**config.mk**
```make
export PLATFORM = sky130hd
export DESIGN_NAME = hex_loader
export DESIGN_NICKNAME = d
export VERILOG_FILES = /design/src/rtl/hex_loader.sv
export SDC_FILE = /design/constraint.sdc
export NUM_CORES = 1
export LEC_CHECK = 0
export CORE_UTILIZATION = 40
export DETAILED_ROUTE_END_ITERATION = 8
export PLACE_DENSITY = 0.7
export SYNTH_ARGS = -nofsm -noshare
export SYNTH_HDL_FRONTEND = slang
export SYNTH_SLANG_ARGS = --single-unit
```
**constraint.sdc**
```tcl
create_clock -name clock -period 2.9 [get_ports clock]
set_clock_uncertainty 0.1 [all_clocks]
set_input_delay 0.58 -clock clock [delete_from_list [all_inputs] [get_ports clock]]
set_output_delay 0.58 -clock clock [all_outputs]
set_load 0.005 [all_outputs]
```
**src/rtl/hex_loader.sv**
```systemverilog
// -----------------------------------------------------------------------------
// hex_loader
//
// Purpose:
//   Parses a stream of ASCII characters from a file reader into bytes for the
//   RAM write stage. Each byte is written as two hex digits. Bytes are
//   separated by whitespace. A '#' starts a comment that runs to the end of
//   the line. A '.' terminates the load. Any malformed input or an overflow of
//   MAX_BYTES moves the block into a sticky error state.
//
// Parameters:
//   MAX_BYTES  - maximum number of bytes accepted per load (1..256).
//
// Ports:
//   clock      in   system clock; all logic runs on the rising edge.
//   reset      in   synchronous active-high reset.
//   char_in    in   [7:0] ASCII character from the file reader.
//   char_valid in   char_in is valid; one character is consumed per asserted cycle.
//   data_out   out  [7:0] assembled byte; holds its last value between pulses.
//   data_valid out  one-cycle pulse that marks data_out as valid.
//   byte_count out  [8:0] number of bytes emitted since reset.
//   done       out  terminator received (sticky until reset).
//   error      out  format or overflow error (sticky until reset).
// -----------------------------------------------------------------------------
module hex_loader #(
    parameter int MAX_BYTES = 256
) (
    input  logic       clock,
    input  logic       reset,
    input  logic [7:0] char_in,
    input  logic       char_valid,
    output logic [7:0] data_out,
    output logic       data_valid,
    output logic [8:0] byte_count,
    output logic       done,
    output logic       error
);

    // -------------------------------------------------------------------------
    // Types and constants
    // -------------------------------------------------------------------------
    typedef enum logic [2:0] {
        S_HI      = 3'd0,
        S_LO      = 3'd1,
        S_SEP     = 3'd2,
        S_COMMENT = 3'd3,
        S_DONE    = 3'd4,
        S_ERROR   = 3'd5
    } state_t;

    typedef enum logic [2:0] {
        C_DIGIT   = 3'd0,
        C_SEP     = 3'd1,
        C_HASH    = 3'd2,
        C_DOT     = 3'd3,
        C_NEWLINE = 3'd4,   // a separator that also closes a comment
        C_ILLEGAL = 3'd5
    } char_class_t;

    localparam logic [8:0] MAX_CNT = 9'(MAX_BYTES);

    // -------------------------------------------------------------------------
    // Registers
    // -------------------------------------------------------------------------
    state_t      state_q;
    logic [3:0]  hi_q;
    logic [7:0]  data_q;
    logic        valid_q;
    logic [8:0]  count_q;

    // -------------------------------------------------------------------------
    // Character classification (combinational)
    // -------------------------------------------------------------------------
    char_class_t cls;
    logic [3:0]  nibble;
    logic        is_num;
    logic        is_upper;
    logic        is_lower;

    always_comb begin
        is_num   = (char_in >= 8'h30) && (char_in <= 8'h39);   // '0'..'9'
        is_upper = (char_in >= 8'h41) && (char_in <= 8'h46);   // 'A'..'F'
        is_lower = (char_in >= 8'h61) && (char_in <= 8'h66);   // 'a'..'f'

        // The low nibble of '1'..'9' is the digit value itself. For letters
        // the low nibble of 'A'/'a' is 1, so adding 9 gives 10..15 for both cases.
        if (is_num) begin
            nibble = char_in[3:0];
        end else begin
            nibble = char_in[3:0] + 4'd9;
        end

        if (is_num || is_upper || is_lower) begin
            cls = C_DIGIT;
        end else begin
            case (char_in)
                8'h0A:                cls = C_NEWLINE;
                8'h20, 8'h09, 8'h0D:  cls = C_SEP;
                8'h23:                cls = C_HASH;
                8'h2E:                cls = C_DOT;
                default:              cls = C_ILLEGAL;
            endcase
        end
    end

    // -------------------------------------------------------------------------
    // Byte assembly helpers
    // -------------------------------------------------------------------------
    logic [7:0] byte_d;
    logic [8:0] count_d;
    logic       at_limit;

    always_comb begin
        byte_d   = {hi_q, nibble};
        count_d  = count_q + 9'd1;
        at_limit = (count_q == MAX_CNT);
    end

    // -------------------------------------------------------------------------
    // Parser FSM with registered outputs
    // -------------------------------------------------------------------------
    always_ff @(posedge clock) begin
        if (reset) begin
            state_q <= S_HI;
            hi_q    <= 4'h0;
            data_q  <= 8'h00;
            valid_q <= 1'b0;
            count_q <= 9'd0;
        end else begin
            // data_valid is a single-cycle pulse unless re-armed below.
            valid_q <= 1'b0;

            if (char_valid) begin
                case (state_q)
                    S_HI: begin
                        case (cls)
                            C_DIGIT: begin
                                hi_q    <= nibble;
                                state_q <= S_LO;
                            end
                            C_SEP, C_NEWLINE: state_q <= S_HI;
                            C_HASH:           state_q <= S_COMMENT;
                            C_DOT:            state_q <= S_DONE;
                            default:          state_q <= S_ERROR;
                        endcase
                    end

                    S_LO: begin
                        if (cls == C_DIGIT) begin
                            if (at_limit) begin
                                // Overflow: the byte is dropped and count stays put.
                                state_q <= S_ERROR;
                            end else begin
                                data_q  <= byte_d;
                                valid_q <= 1'b1;
                                count_q <= count_d;
                                state_q <= S_SEP;
                            end
                        end else begin
                            // Odd number of digits.
                            state_q <= S_ERROR;
                        end
                    end

                    S_SEP: begin
                        case (cls)
                            C_SEP, C_NEWLINE: state_q <= S_HI;
                            C_HASH:           state_q <= S_COMMENT;
                            C_DOT:            state_q <= S_DONE;
                            default:          state_q <= S_ERROR; // 3rd digit or illegal
                        endcase
                    end

                    S_COMMENT: begin
                        // Everything up to the line feed is ignored, including '.'.
                        if (cls == C_NEWLINE) begin
                            state_q <= S_HI;
                        end
                    end

                    S_DONE:  state_q <= S_DONE;
                    S_ERROR: state_q <= S_ERROR;

                    default: state_q <= S_ERROR;
                endcase
            end
        end
    end

    // -------------------------------------------------------------------------
    // Outputs
    // -------------------------------------------------------------------------
    assign data_out   = data_q;
    assign data_valid = valid_q;
    assign byte_count = count_q;
    assign done       = (state_q == S_DONE);
    assign error      = (state_q == S_ERROR);

endmodule

```
==> metrics list <==
- The worst setup path is captured at a register.
- Power spread over the standard cell area amounts to 337 nW/um2.
* Synth warn: 0
- Placement Setup Slack: -100 ps
- Among cell families on the critical path, the largest total delay comes from compound AO/OA/AOI/OAI gates.
- First-iteration detailed-routing DRC count: 137
* Relative slew slack: 65.4%
- Insertion delay of the later-clocked pin in the worst-skew pair: 270 ps
- In the routed design, unresolved DRC markers number 0.
- Startpoint-to-endpoint class of the critical path: input pin to register
- Global routing consumed, over all layers together, 18.3% of the routing resources.
* Routed len/inst: 12.9 um
* Crit Path Max Fanout: 4
- Global routing used 29.3% of the available met2 tracks.
- I/O pins: 31
- The clock period could shrink to 2730 ps.
* Final routed wirelength across all metal layers: 3670 um
- Number of post-CTS setup repair buffers: 0
- IR analysis of the VDD net gives a maximum drop of 0.242 mV.
- Once layout is done, the placed cells without fillers occupy 2130 um2.
* Number of instances in the synthesized netlist: 191
- The root buffer cell chosen for the clock tree is sky130_fd_sc_hd__clkbuf_8.
* Worst path buffer plus inverter count: 2
* Total CTS buffers: 3
* RSZ-0062 raised after global routing: no
- Pin count of the biggest net entering global routing: 28
- Max Fclk: 366 MHz
* # setup viols final: 0
* Register area share after synthesis: 31.0%
- For met1 alone, demand over resource in global routing was 25.9%.
- FF+latch area: 500 um2
- Number of nets in the synthesized netlist: 209
- For the worst setup path, the data arrival time is 2800 ps.
- Fin nets: 255
- met2 is the most crowded layer.
* Max-slew violations: 0
- In this run the number of H-tree levels came out at 1.
- Area post-placement: 2080 um2
* Detail Route Antenna Nets: 0
- Slowest CP cell: sky130_fd_sc_hd__a2111oi_4
- Share of cells above drive strength 1: 14.4%
* Effective utilization at floorplan: 42.8%
- Number of maximum-capacitance constraint violations: 0
- Dividing the final minimum period by the clock period gives 94.2%.
- Traced cell by cell, the critical path runs through clkdlybuf4s50_1 -> inv_1 -> ha_1 -> o21bai_2 -> a2111oi_4 -> o21ai_2 -> nor4b_1 -> mux2_2.
* Synthesized area per cell: 8.44 um2
- The number of antenna diodes in the final layout is 0.
- The final hold violation count came to 0.
* Port Buffers: 30
- The library cell used most frequently in the layout, excluding fill and tap cells, is sky130_fd_sc_hd__clkdlybuf4s50_1.
* Post-synthesis register bit count: 25
- Data on the critical path is required at its endpoint by 2960 ps.
- The floorplan step set the die width to 65.5 um.
- Cts-stage hold buffer count: 0
- The largest single stage delay on the critical path is 500 ps.
- Clock tree from TritonCTS: built
- Class of the most critical hold timing path: register to register
* Detailed-routing iteration count for the pre-antenna-repair pass: 4
* Area delta synth->final: 31.8%
- CTS saw 25 sinks.
- The number of global-route vias before repair is 1404.
- Placer Congestion: 0.813
- In this run, post-CTS repair resized a total of 0 instances.
* Drt via density: 5.41
- For this run the aggregate overflow at the end of global routing stands at 0.
- The most used flip-flop cell after synthesis is sky130_fd_sc_hd__dfxtp_1.
* Post-Route Setup TNS: 0 ps
- Via Count: 1536
- HPWL after detailed placement: 2760 um
- Floorplan Core Area: 3770 um2
- The multi-input combinational cells in the finished layout cover a total of 1030 um2.
- Summing every instance area after synthesis gives 1610 um2.
* Element type at the critical path start: input pin
- The die covers 4290 um2.
* Row cnt: 22
* First-pass GRT wire length: 6240 um
- For met3 alone, demand over resource in global routing was 3.13%.
* Share of synthesized flip-flops with an asynchronous set or reset: 0%
* Die height: 65.5 um
* Number of flops mapped to enable cells by yosys: 0
- Deepest clock path buffer count: 2
* Transition time at the pin with the least slew margin: 512 ps
- Number of antenna violations at the first check in global routing: 0
* Layout filler cell count: 353
- Most frequent cells in the layout: 30 x sky130_fd_sc_hd__clkdlybuf4s50_1, 25 x sky130_fd_sc_hd__dfxtp_1, 24 x sky130_fd_sc_hd__nor2_1
- Least setup slack across all paths after layout: 169 ps
- The tightest hold path in the finished design has a slack of 400 ps.
- Clk slew on worst S/H paths: 90 ps
- Number of distinct library cell variants in the gate-level netlist after synthesis: 49
- The analysis attributes to cell leakage a power of 0.806 nW.
- Outcome: complete, no violations
## sequential cells by signal, summed over array words and instances, names as in the netlist
register	flops
data_out	8
byte_count	9
data_valid	1
hi_q	4
state_q	3
## final cells by class
class,count,area share [%]
flip-flops and latches,25,23.5
clock buffers,4,2.12
repair buffers,50,21.2
well taps,48,2.83
inverters,10,1.77
multi-input cells,147,48.6
## cells in the mapped netlist (2+ instances only)
cell,count,area share (%)
sky130_fd_sc_hd__nor2b_1,6,2.3
sky130_fd_sc_hd__ha_1,7,5.4
sky130_fd_sc_hd__clkbuf_1,6,1.4
sky130_fd_sc_hd__a21oi_1,9,2.8
sky130_fd_sc_hd__nor4_1,3,1.2
sky130_fd_sc_hd__and3_1,4,1.6
sky130_fd_sc_hd__or4_1,3,1.4
sky130_fd_sc_hd__mux2i_1,9,5.6
sky130_fd_sc_hd__a221oi_1,3,1.6
sky130_fd_sc_hd__dfxtp_1,25,31
sky130_fd_sc_hd__xnor2_1,2,1.1
sky130_fd_sc_hd__nand3_1,6,1.9
sky130_fd_sc_hd__o21ai_0,8,2.5
sky130_fd_sc_hd__nor4b_1,2,1.1
sky130_fd_sc_hd__nor3b_1,4,1.9
sky130_fd_sc_hd__nor3_1,7,2.2
sky130_fd_sc_hd__or3_1,3,1.2
sky130_fd_sc_hd__a21boi_0,2,0.93
sky130_fd_sc_hd__buf_4,2,0.93
sky130_fd_sc_hd__inv_1,10,2.3
sky130_fd_sc_hd__nand2b_1,4,1.6
sky130_fd_sc_hd__o211ai_1,3,1.4
sky130_fd_sc_hd__mux2_2,4,2.8
sky130_fd_sc_hd__a211oi_1,2,0.93
sky130_fd_sc_hd__nor2_1,24,5.6
sky130_fd_sc_hd__nand2_1,7,1.6
sky130_fd_sc_hd__o31ai_1,4,1.9
## logic make-up after synthesis
| family | after synthesis | share of synthesized area (%) |
|---|---|---|
| multiplexers | 13 | 8.38 |
| AND/OR/NAND/NOR | 78 | 25.9 |
| buffers and inverters | 19 | 4.96 |
| XOR/XNOR | 2 | 1.09 |
| AO/OA/AOI/OAI | 47 | 23.2 |
| adder cells (fa/ha/maj) | 7 | 5.43 |
| flip-flops | 25 | 31.0 |
## layer usage
| layer | up-vias | share of wire [%] |
|---|---|---|
| met3 | 2 | 5.5 |
| met1 | 692 | 50 |
| met4 | 0 | 0.46 |
| met5 | - | 0 |
| li1 | 791 | - |
| met2 | 51 | 44 |
## final timing paths
kind                         startpoint                         end  slack (ps)  cells past startpoint
max reg2reg  byte_count[0]$_SDFFE_PP0P_  byte_count[4]$_SDFFE_PP0P_         790                      7
max                          char_in[0]  byte_count[5]$_SDFFE_PP0P_         170                      8
min reg2reg        hi_q[0]$_SDFFE_PP0P_        hi_q[0]$_SDFFE_PP0P_         400                      2
min                hi_q[0]$_SDFFE_PP0P_        hi_q[0]$_SDFFE_PP0P_         400                      2
## worst register-to-register path, delay by kind of cell (launching register included)
| family | cells | cell delay [ps] |
|---|---|---|
| fa+ha+maj | 1 | 200 |
| simple gates | 2 | 660 |
| compound gates | 3 | 640 |
| flops | 1 | 370 |
| buf+inv | 1 | 90 |
## per-stage QoR
| step | util (%) | std cells | power [mW] |
|---|---|---|---|
| after floorplan | - | 191 | 0.457 |
| after global placement | 55.2 | 280 | 0.517 |
| after detailed placement | 55.2 | 280 | 0.518 |
| after CTS | 56.4 | 284 | 0.722 |
| after global routing | 56.4 | 284 | 0.749 |
| final | 56.4 | 284 | 0.716 |
## report_power, final
part           switching (mW)  internal [mW]
combinational          0.0786         0.0727
sequential            0.00944          0.350
clock                   0.107         0.0982
(Power assumes the default switching activity.)
